===== config.mk =====
export PLATFORM = sky130hd
export DESIGN_NAME = wb_fabric_initiator
export DESIGN_NICKNAME = d
export VERILOG_FILES = /design/src/rtl/wb_fabric_initiator.sv
export SDC_FILE = /design/constraint.sdc
export NUM_CORES = 1
export LEC_CHECK = 0
export ABC_CLOCK_PERIOD_IN_PS = 3780
export CAP_MARGIN = 10
export CORE_UTILIZATION = 50
export DETAILED_ROUTE_END_ITERATION = 8
export DONT_BUFFER_PORTS = 1
export PLACE_DENSITY_LB_ADDON = 0.25
export SLEW_MARGIN = 25
export SYNTH_ARGS = -nofsm -noshare
export SYNTH_HDL_FRONTEND = slang
export SYNTH_SLANG_ARGS = --single-unit

===== constraint.sdc =====
create_clock -name WB_CLK -period 3.78 [get_ports WB_CLK]
set_input_delay 0.378 -clock WB_CLK [delete_from_list [all_inputs] [get_ports WB_CLK]]
set_output_delay 0.378 -clock WB_CLK [all_outputs]
set_load 0.005 [all_outputs]

===== src/rtl/wb_fabric_initiator.sv =====
// -----------------------------------------------------------------------------
// wb_fabric_initiator
//
// Single-beat Wishbone initiator. It accepts one command at a time on a
// valid/ready interface, runs exactly one WBs_* bus cycle for it, and returns
// a response on a second valid/ready interface. When the responder does not
// acknowledge within TIMEOUT_CYCLES bus cycles, the cycle is aborted and an
// error response carrying DEFAULT_READ_VALUE is returned.
//
// Ports:
//   WB_CLK, WB_RST        clock; synchronous active-high reset
//   cmd_valid_i/ready_o   command handshake (accepted only in IDLE)
//   cmd_we_i, cmd_adr_i,  command: direction, byte address, byte enables,
//   cmd_byte_stb_i,       write data
//   cmd_wr_dat_i
//   rsp_valid_o/ready_i   response handshake
//   rsp_rd_dat_o          read data (0 for writes, DEFAULT_READ_VALUE on timeout)
//   rsp_err_o             1 = bus cycle timed out
//   busy_o                a command is in flight (state is not IDLE)
//   WBs_*                 registered Wishbone initiator signals
//   WBs_RD_DAT, WBs_ACK   responder data and acknowledge
// -----------------------------------------------------------------------------
module wb_fabric_initiator #(
    parameter int          APERWIDTH          = 17,
    parameter logic [31:0] DEFAULT_READ_VALUE = 32'hBAD_FAB_AC,
    parameter int          TIMEOUT_CNTR_WIDTH = 4,
    parameter int          TIMEOUT_CYCLES     = 15
) (
    input  logic                 WB_CLK,
    input  logic                 WB_RST,

    input  logic                 cmd_valid_i,
    output logic                 cmd_ready_o,
    input  logic                 cmd_we_i,
    input  logic [APERWIDTH-1:0] cmd_adr_i,
    input  logic [3:0]           cmd_byte_stb_i,
    input  logic [31:0]          cmd_wr_dat_i,

    output logic                 rsp_valid_o,
    input  logic                 rsp_ready_i,
    output logic [31:0]          rsp_rd_dat_o,
    output logic                 rsp_err_o,

    output logic                 busy_o,

    output logic [APERWIDTH-1:0] WBs_ADR,
    output logic                 WBs_CYC,
    output logic                 WBs_STB,
    output logic                 WBs_WE,
    output logic                 WBs_RD,
    output logic [3:0]           WBs_BYTE_STB,
    output logic [31:0]          WBs_WR_DAT,
    input  logic [31:0]          WBs_RD_DAT,
    input  logic                 WBs_ACK
);

    typedef enum logic [1:0] {
        IDLE = 2'd0,
        BUS  = 2'd1,
        RESP = 2'd2
    } state_e;

    // Counter value at which a still-unacknowledged cycle is aborted.
    localparam logic [TIMEOUT_CNTR_WIDTH-1:0] TIMEOUT_LAST =
        TIMEOUT_CNTR_WIDTH'(TIMEOUT_CYCLES - 1);

    state_e                        state_q,     state_d;
    logic [TIMEOUT_CNTR_WIDTH-1:0] cnt_q,       cnt_d;
    logic [APERWIDTH-1:0]          adr_q,       adr_d;
    logic                          cyc_q,       cyc_d;
    logic                          stb_q,       stb_d;
    logic                          we_q,        we_d;
    logic                          rd_q,        rd_d;
    logic [3:0]                    bstb_q,      bstb_d;
    logic [31:0]                   wdat_q,      wdat_d;
    logic                          rsp_valid_q, rsp_valid_d;
    logic [31:0]                   rsp_dat_q,   rsp_dat_d;
    logic                          rsp_err_q,   rsp_err_d;

    // Word alignment drops the two address LSBs.
    logic [1:0] unused_adr_lsb;
    assign unused_adr_lsb = cmd_adr_i[1:0];

    always_comb begin
        state_d     = state_q;
        cnt_d       = cnt_q;
        adr_d       = adr_q;
        cyc_d       = cyc_q;
        stb_d       = stb_q;
        we_d        = we_q;
        rd_d        = rd_q;
        bstb_d      = bstb_q;
        wdat_d      = wdat_q;
        rsp_valid_d = rsp_valid_q;
        rsp_dat_d   = rsp_dat_q;
        rsp_err_d   = rsp_err_q;

        unique case (state_q)
            IDLE: begin
                if (cmd_valid_i) begin
                    cyc_d   = 1'b1;
                    stb_d   = 1'b1;
                    we_d    = cmd_we_i;
                    rd_d    = ~cmd_we_i;
                    adr_d   = {cmd_adr_i[APERWIDTH-1:2], 2'b00};
                    bstb_d  = cmd_we_i ? cmd_byte_stb_i : 4'hF;
                    wdat_d  = cmd_we_i ? cmd_wr_dat_i : '0;
                    cnt_d   = '0;
                    state_d = BUS;
                end
            end

            BUS: begin
                // ACK is tested first so it wins over a coincident timeout.
                if (WBs_ACK || (cnt_q == TIMEOUT_LAST)) begin
                    cyc_d       = 1'b0;
                    stb_d       = 1'b0;
                    we_d        = 1'b0;
                    rd_d        = 1'b0;
                    adr_d       = '0;
                    bstb_d      = '0;
                    wdat_d      = '0;
                    rsp_valid_d = 1'b1;
                    state_d     = RESP;
                    if (WBs_ACK) begin
                        rsp_dat_d = we_q ? '0 : WBs_RD_DAT;
                        rsp_err_d = 1'b0;
                    end else begin
                        rsp_dat_d = DEFAULT_READ_VALUE;
                        rsp_err_d = 1'b1;
                    end
                end else begin
                    // Never reaches past TIMEOUT_LAST, so it cannot wrap.
                    cnt_d = cnt_q + TIMEOUT_CNTR_WIDTH'(1);
                end
            end

            RESP: begin
                if (rsp_ready_i) begin
                    rsp_valid_d = 1'b0;
                    state_d     = IDLE;
                end
            end

            default: begin
                state_d = IDLE;
            end
        endcase
    end

    always_ff @(posedge WB_CLK) begin
        if (WB_RST) begin
            state_q     <= IDLE;
            cnt_q       <= '0;
            adr_q       <= '0;
            cyc_q       <= 1'b0;
            stb_q       <= 1'b0;
            we_q        <= 1'b0;
            rd_q        <= 1'b0;
            bstb_q      <= '0;
            wdat_q      <= '0;
            rsp_valid_q <= 1'b0;
            rsp_dat_q   <= '0;
            rsp_err_q   <= 1'b0;
        end else begin
            state_q     <= state_d;
            cnt_q       <= cnt_d;
            adr_q       <= adr_d;
            cyc_q       <= cyc_d;
            stb_q       <= stb_d;
            we_q        <= we_d;
            rd_q        <= rd_d;
            bstb_q      <= bstb_d;
            wdat_q      <= wdat_d;
            rsp_valid_q <= rsp_valid_d;
            rsp_dat_q   <= rsp_dat_d;
            rsp_err_q   <= rsp_err_d;
        end
    end

    assign cmd_ready_o  = (state_q == IDLE) & ~WB_RST;
    assign busy_o       = (state_q != IDLE);

    assign WBs_ADR      = adr_q;
    assign WBs_CYC      = cyc_q;
    assign WBs_STB      = stb_q;
    assign WBs_WE       = we_q;
    assign WBs_RD       = rd_q;
    assign WBs_BYTE_STB = bstb_q;
    assign WBs_WR_DAT   = wdat_q;

    assign rsp_valid_o  = rsp_valid_q;
    assign rsp_rd_dat_o = rsp_dat_q;
    assign rsp_err_o    = rsp_err_q;

endmodule


======== Word-level counts from Yosys, hierarchy flattened ========
Index checks and enable logic that the tools add are counted.
cells by class
  add/sub/neg operators ................... 1
  equality and inequality tests ........... 7
  multiplexer cells ....................... 31
  bitwise logic cells ..................... 3
  reductions and logical operators ........ 10
operators by type and width
  operator                                                          number
  32-bit two-way mux                                                5
  32-bit case mux with 2 select lines                               1
  17-bit two-way mux                                                2
  17-bit case mux with 2 select lines                               1
  4-bit two-way mux                                                 5
  4-bit case mux with 2 select lines                                2
  3-bit AND reduction                                               4
  2-bit inequality test (second input constant)                     4
  1-bit case mux with 2 select lines                                4
  1-bit two-way mux                                                 7
  2-bit two-way mux                                                 3
  2-bit case mux with 3 select lines                                1
  2-bit nonzero test                                                3
  4-bit by 1-bit adder with 4-bit output (second input constant)    1
  4-bit == test (second input constant)                             1
  2-bit by 1-bit == test with 1-bit output (second input constant)  1
  2-bit == test (second input constant)                             1
  2-bit zero test                                                   1
  1-bit NOT                                                         2
  2-bit AND reduction                                               1
  1-bit bitwise AND                                                 1
  1-bit logical OR                                                  1
word-level totals
  flip-flop bits (word level) ............. 96
  output and inout port bits .............. 93

======== Depth between registers and ports, before layout ========
Gate-level depths: netlist (run 1).
  depth in word-level cells ............... 4
  depth in mapped cells ................... 8

======== Worst setup path before layout (run 1) ========
OpenSTA, ideal clock, no wires.
  kind .................................... flip-flop to flip-flop
  from .................................... register cnt_q[0]
  to ...................................... register rsp_dat_q[27] (netlist: rsp_rd_dat_o[27])
  arrival ................................. 1.450 ns
  required time ........................... 3.639 ns
  slack ................................... 2.189 ns
  stages on the path, launching flop included .. 9
  path buffers ............................ 2
  cells stage by stage .................... dfxtp_1 -> inv_1 -> ha_1 -> a31o_4 -> and2_1 -> buf_6 -> buf_6 -> nor2_1 -> a211oi_2
between the ends
  cells in the longest elaborated chain, start to end .. 3
RTL lines
  item                           RTL line  RTL
  start, declared                68        logic [TIMEOUT_CNTR_WIDTH-1:0] cnt_q, cnt_d;
  start signal, assigned         167       cnt_q <= cnt_d;
  4-bit == test                  115       if (WBs_ACK || (cnt_q == TIMEOUT_LAST)) begin
  1-bit logical OR               115
  2-bit AND reduction (no line)  --
  end signal, assigned           176       rsp_dat_q <= rsp_dat_d;
  end, declared                  77        logic [31:0] rsp_dat_q, rsp_dat_d;
Every way passes these cells.
A chain may end at the register's enable or synchronous reset.

======== Worst setup path in the final report (run 1) ========
  from .................................... register cnt_q[0]
  to ...................................... register adr_q[3] (netlist: WBs_ADR[3])
between the ends
  cells in the longest elaborated chain, start to end .. 4
RTL lines
  item                             RTL line  RTL
  4-bit == test                    115
  1-bit logical OR                 115
  2-bit inequality test (no line)  --
  3-bit AND reduction (no line)    --
  end signal, assigned             168       adr_q <= adr_d;
  end, declared                    69        logic [APERWIDTH-1:0] adr_q, adr_d;
Every way passes these cells.

==> results of run 1 <==
## layout make-up
type	instances	area, um^2	share of cell area (%)
multi-input combinational	309	2064	47.69
sequential	94	1882	43.47
clock buffer	10	137.6	3.179
tap	105	131.4	3.035
clock inverter	5	60.06	1.387
timing repair buffer	3	42.54	0.9827
inverter	3	11.26	0.2601
## where the power goes
group	leakage, nW	switching (W)	internal [W]
clock	0.0983	0.000337	0.000321
sequential	0.767	0.0000520	0.00104
combinational	0.603	0.000121	0.0000870
## final timing paths
check / startpoint / endpoint / slack (ns) / depth (start not counted)
worst max-delay path: cnt_q[0]$_SDFFE_PP0P_ / WBs_ADR[3]$_SDFFE_PP0P_ / 1.64 / 6
worst min-delay path: WB_RST / WBs_BYTE_STB[0]$_SDFFE_PP0P_ / 0.11 / 1
worst max register to register: cnt_q[0]$_SDFFE_PP0P_ / WBs_ADR[3]$_SDFFE_PP0P_ / 1.64 / 6
worst min register to register: WBs_ADR[9]$_SDFFE_PP0P_ / WBs_ADR[9]$_SDFFE_PP0P_ / 0.48 / 2
## cells in the final DEF, fill, tap and decap left out, types with 2 or more instances in the layout
cell / count
dfxtp_1: 94
nand3_1: 49
nand2b_1: 45
nand2_1: 33
nand3_2: 22
o21ai_0: 20
a21oi_2: 20
a211oi_2: 18
nor2_2: 17
a21oi_1: 14
nor2_1: 12
nand3b_1: 11
clkbuf_8: 10
o21ai_1: 7
nor3_1: 5
inv_1: 3
a31oi_1: 3
o21a_1: 3
mux2i_1: 3
a211oi_1: 3
and2b_2: 2
ha_1: 2
conb_1: 2
clkinv_4: 2
buf_4: 2
## cell families after synthesis
logic type      Yosys count  synth area share (%)
simple gates            209                 29.79
flops                    94                 44.24
compound gates           92                 16.91
buf+inv                  45                 7.411
mux                       4                0.9706
fa+ha+maj                 2                0.5881
other cells               1               0.08815
## metrics by stage
| stage | hold WS (ns) | utilization (%) | area (um^2) | instances | total power [W] |
|---|---|---|---|---|---|
| floorplan | 0.4549 | - | 4258 | 448 | 0.001327 |
| detailed placement | 0.4535 | 49.95 | 4104 | 513 | 0.001322 |
| global placement | 0.4551 | 49.93 | 4103 | 513 | 0.001314 |
| CTS | 0.05752 | 52.35 | 4302 | 528 | 0.001984 |
| global route | 0.06612 | 52.69 | 4329 | 529 | 0.002065 |
| finish | 0.1091 | 52.69 | 4329 | 529 | 0.001962 |
## flip-flops by register name, indices dropped and copies added (netlist names)
name / count
WBs_ADR: 15
WBs_BYTE_STB: 4
WBs_RD: 1
WBs_STB: 1
WBs_WE: 1
WBs_WR_DAT: 32
cnt_q: 4
rsp_err_o: 1
rsp_rd_dat_o: 32
rsp_valid_o: 1
state_q: 2
## metal layers
layer / wire (um) / share of wire [%] / vias to the layer above
met4: 123 / 1.4 / 0
met3: 841 / 9.5 / 8
met5: 0 / 0 / -
met1: 3658 / 41 / 1377
li1: - / - / 1460
met2: 4214 / 48 / 119
## synth_stat cells (all sizes together), types with 6 or more instances
| cell | number | area share, % |
|---|---|---|
| dfxtp | 94 | 44 |
| nand3 | 71 | 11 |
| nand2b | 45 | 6.6 |
| a21oi | 35 | 6.1 |
| nand2 | 34 | 3.0 |
| buf | 30 | 5.9 |
| nor2 | 30 | 4.0 |
| o21ai | 28 | 3.4 |
| a211oi | 21 | 5.8 |
| clkbuf | 12 | 1.2 |
| nand3b | 11 | 1.9 |
| nor3 | 6 | 0.97 |
## worst max-delay path, delay by kind of cell (launching register included)
kind            cells  cell delay (ns)
flops               1             0.44
buf+inv             1             0.08
simple gates        2             0.86
compound gates      2             0.45
fa+ha+maj           1             0.24
==> flow_summary.json, run 1 <==
{
  "tightest_slew_ns": 0.9538,
  "dieWidth_um": 94.24,
  "arrival_ns": 2.42,
  "cts_tree": "done",
  "report.final.hold_viol_count": 0,
  "layout-drive-gt1-share_pct": 25.71,
  "synth_area_um2": 4254,
  "clkTransAtPathRegs_ns": 0.09,
  "antenna_found_initial": 0,
  "grtUsageMet1_pct": 21.45,
  "synth_cell_types": 46,
  "cellLeakagePower_nw": 1.468,
  "grt.total_usage_pct": 19.36,
  "drt_pass1_iterations": 4,
  "vias_per_cell": 5.603,
  "grtUsageMet3_pct": 7.605,
  "power_density_nw_per_um2": 453.2,
  "gp_congestion": 0.7714,
  "wirelength_mm": 8.837,
  "grt_use_met2_pct": 32.85,
  "globalRoute.totalOverflow": 0,
  "wl_per_cell_um": 16.71,
  "grt_pass1_vias": 2790,
  "fmax_mhz": 467.7,
  "die_area_um2": 8881,
  "hold_class": "input pin to register",
  "tns_ns": 0,
  "cp_max_fo": 40,
  "slowest_stage": "nand2_2",
  "async_flop_share_pct": 0,
  "fillers": 732,
  "grt.busiest_layer": "met2",
  "dieHeight_um": 94.24,
  "antenna_left": 0,
  "drcViolationCount": 0,
  "fp-row-count": 33,
  "fin_crit_ns": 2.138,
  "post-dp-hpwl_mm": 5.755,
  "num-nets-final": 513,
  "num_antenna_cells": 0,
  "io_buffers": 0,
  "initial_core_util_pct": 51.77,
  "post-route-period-util_pct": 56.56,
  "synth_ff_type": "dfxtp_1",
  "ys_warn_count": 0,
  "crit_type": "register to register",
  "clk_latency_ns": 0.35,
  "pin_count": 184,
  "ir_worst_vdd_mv": 0.2045,
  "drtIter0Drc": 72,
  "start_kind": "register",
  "post_cts_buffers": 0,
  "cts_hold_buf": 0,
  "slew_viol_final": 0,
  "rsz0062_at_grt": "no",
  "setup_viol": 0,
  "synth_edf_count": 0,
  "cts_inserted_buffers": 9,
  "finalWorstSetupSlack_ns": 1.642,
  "status": "completed",
  "max-slew-margin-rel_pct": 36.19,
  "cts-resized-gates": 0,
  "grt_max_degree": 98,
  "worstPathRequired_ns": 4.07,
  "cp-end-kind": "register",
  "cts-root-buf": "clkbuf_8",
  "clock_skew_ns": 0.01211,
  "drv_cap": 0,
  "cts_buffer_depth": 2,
  "cts.sinks": 94,
  "seq_area_frac_synth_pct": 44.24,
  "htree_levels": 3,
  "crit_chain": "inv_1 > ha_1 > a31o_4 > nand2_2 > nand3_2 > a21oi_2",
  "synth.avg_cell_area_um2": 9.517,
  "num_vias": 2964,
  "cpPeakStageDelay_ns": 0.70,
  "syn_inst": 447,
  "area_delta_synth_final_pct": 1.765,
  "ys_ff_latch": 94,
  "pre_cts_slack_ns": 1.603,
  "core-area_um2": 8217,
  "grt_pass1_wl_mm": 13.41
}
No activity file was read; power rests on OpenSTA's default activity.
==> run 2: changes to the inputs <==
--- a/config.mk
+++ b/config.mk
@@ -5,7 +5,7 @@
 export SDC_FILE = /design/constraint.sdc
 export NUM_CORES = 1
 export LEC_CHECK = 0
-export ABC_CLOCK_PERIOD_IN_PS = 3780
+export ABC_CLOCK_PERIOD_IN_PS = 2000
 export CAP_MARGIN = 10
 export CORE_UTILIZATION = 50
 export DETAILED_ROUTE_END_ITERATION = 8
==> constraint.sdc (replaced) <==
create_clock -name WB_CLK -period 2 [get_ports WB_CLK]
set_input_delay 0.2 -clock WB_CLK [delete_from_list [all_inputs] [get_ports WB_CLK]]
set_output_delay 0.2 -clock WB_CLK [all_outputs]
set_load 0.005 [all_outputs]
==> run 2 against run 1 <==
Clock skew shrank 0.0040 ns. Setup slack lost 1.5 ns. Sequential cell count is the same. Wire length grew 14%. Non-clock buffer count grew 82. Hold slack lost 0.089 ns. Clock power grew 96%. Via count grew 13%. Total power grew 100%.
==> flow_summary.json, run 2 (same netlist as run 1, synthesis figures left out) <==
{
  "num_antenna_cells": 0,
  "layout-drive-gt1-share_pct": 23.08,
  "topRoutingLayerUsed": "met4",
  "arrival_ns": 2.11,
  "cts_buffer_depth": 2,
  "pin_count": 184,
  "num_vias": 3350,
  "drtIter0Drc": 113,
  "clock_skew_ns": 0.008088,
  "met3WireLength_um": 839,
  "fin_crit_ns": 1.873,
  "post-route-period-util_pct": 93.63,
  "antenna_left": 0,
  "dieHeight_um": 94.24,
  "wl_met2_mm": 4.905,
  "max-slew-margin-rel_pct": 43.15,
  "gp_congestion": 0.7958,
  "globalRoute.totalOverflow": 0,
  "htree_levels": 3,
  "power_density_nw_per_um2": 758.2,
  "grt_pass1_wl_mm": 15.20,
  "setup_viol": 0,
  "initial_core_util_pct": 51.77,
  "cts_tree": "done",
  "crit_type": "register to register",
  "final_util_pct": 63.00,
  "area_delta_synth_final_pct": 21.68,
  "m1WireLength_mm": 4.180,
  "wl_per_cell_um": 16.43,
  "wirelength_mm": 10.06,
  "fp-row-count": 33,
  "core-area_um2": 8217,
  "clkTransAtPathRegs_ns": 0.09,
  "final_common_cell": "dfxtp_1",
  "finalPower_w": 0.003924,
  "cts-root-buf": "clkbuf_8",
  "post_cts_buffers": 0,
  "cp_max_fo": 13,
  "drcViolationCount": 0,
  "report.final.hold_viol_count": 0,
  "vias_per_cell": 5.474,
  "dieWidth_um": 94.24,
  "final_cell_mix": "93 x dfxtp_1, 76 x dlygate4sd3_1, 49 x nand3_1, 45 x nand2b_1, 33 x nand2_1",
  "die_area_um2": 8881,
  "grt.total_usage_pct": 21.99,
  "cpPeakStageDelay_ns": 0.56,
  "worstPathRequired_ns": 2.24,
  "antenna_found_initial": 0,
  "tns_ns": 0,
  "rsz0062_at_grt": "no",
  "status": "completed",
  "grt_pass1_vias": 3186,
  "slew_viol_final": 0,
  "ir_worst_vdd_mv": 0.4292,
  "hold_class": "input pin to register",
  "cp_common_cell": "a21oi_1",
  "clk_latency_ns": 0.35,
  "cts_inserted_buffers": 9,
  "drt_pass1_iterations": 5,
  "fmax_mhz": 534.0,
  "tightest_slew_ns": 0.8499,
  "cellLeakagePower_nw": 1.841,
  "post-dp-hpwl_mm": 5.734,
  "crit_chain": "nor2b_2 > a21oi_1 > o21ai_0 > a21oi_1 > dlygate4sd3_1",
  "slowest_stage": "dlygate4sd3_1",
  "cp-end-kind": "register",
  "start_kind": "register",
  "cts.sinks": 94,
  "drv_cap": 0,
  "num-nets-final": 595,
  "grt_max_degree": 59,
  "io_buffers": 0
}
-- run 2: cell type report --
| cell class | instances | area (um^2) |
|---|---|---|
| inverters | 3 | 11.26 |
| well taps | 105 | 131.4 |
| repair buffers | 85 | 873.3 |
| fillers | 630 | 3040 |
| clock inverters | 6 | 70.07 |
| clock buffers | 10 | 137.6 |
| flip-flops and latches | 94 | 1886 |
| multi-input cells | 309 | 2067 |
-- run 2: per-stage QoR --
stage / hold WS (ns) / setup slack [ns] / std cells / instance area (um^2)
2_1_floorplan: 0.3230 / 0.4090 / 448 / 4258
3_3_place_gp: 0.2720 / 0.3132 / 519 / 4173
3_5_place_dp: 0.2792 / 0.2590 / 519 / 4173
4_1_cts: 0.0005821 / 0.02027 / 612 / 5169
5_1_grt: 0.001074 / 0.01200 / 612 / 5176
6_report: 0.02018 / 0.1274 / 612 / 5176
-- run 2: final timing paths --
| path | from | endpoint | slack, ns | depth (start not counted) |
|---|---|---|---|---|
| setup / recovery | state_q[0]$_SDFFE_PP0P_ | cnt_q[3]$_SDFFE_PP0P_ | 0.13 | 5 |
| hold / removal | WBs_RD_DAT[5] | rsp_rd_dat_o[5]$_SDFFE_PP0P_ | 0.02 | 2 |
| setup reg to reg | state_q[0]$_SDFFE_PP0P_ | cnt_q[3]$_SDFFE_PP0P_ | 0.13 | 5 |
| hold reg to reg | WBs_WR_DAT[13]$_SDFFE_PP0P_ | WBs_WR_DAT[13]$_SDFFE_PP0P_ | 0.49 | 2 |
-- run 2: timing repair --
item | in CTS | in global routing
hold buffers | 77 | 1
endpoints found under the setup margin | 0 | 2
endpoints found under the hold margin | 94 | 2
gates resized for setup | 0 | 3
-- run 2: layer usage --
metal / up-vias / GRT usage [%]
li1: 1632 / -
met3: 10 / 7.362
met1: 1573 / 24.30
met2: 135 / 38.41
met4: 0 / 8.718
met5: - / 0
-- run 2: where the power goes --
| group | internal (W) | switching (W) |
|---|---|---|
| logic | 0.000272 | 0.000300 |
| registers | 0.00197 | 0.0000913 |
| clock network | 0.000621 | 0.000670 |
-- run 2: critical path: cells and delay by family (launching register included) --
| family | cells | cell delay (ns) |
|---|---|---|
| compound gates | 3 | 0.33 |
| buf+inv | 1 | 0.56 |
| simple gates | 1 | 0.33 |
| flops | 1 | 0.55 |
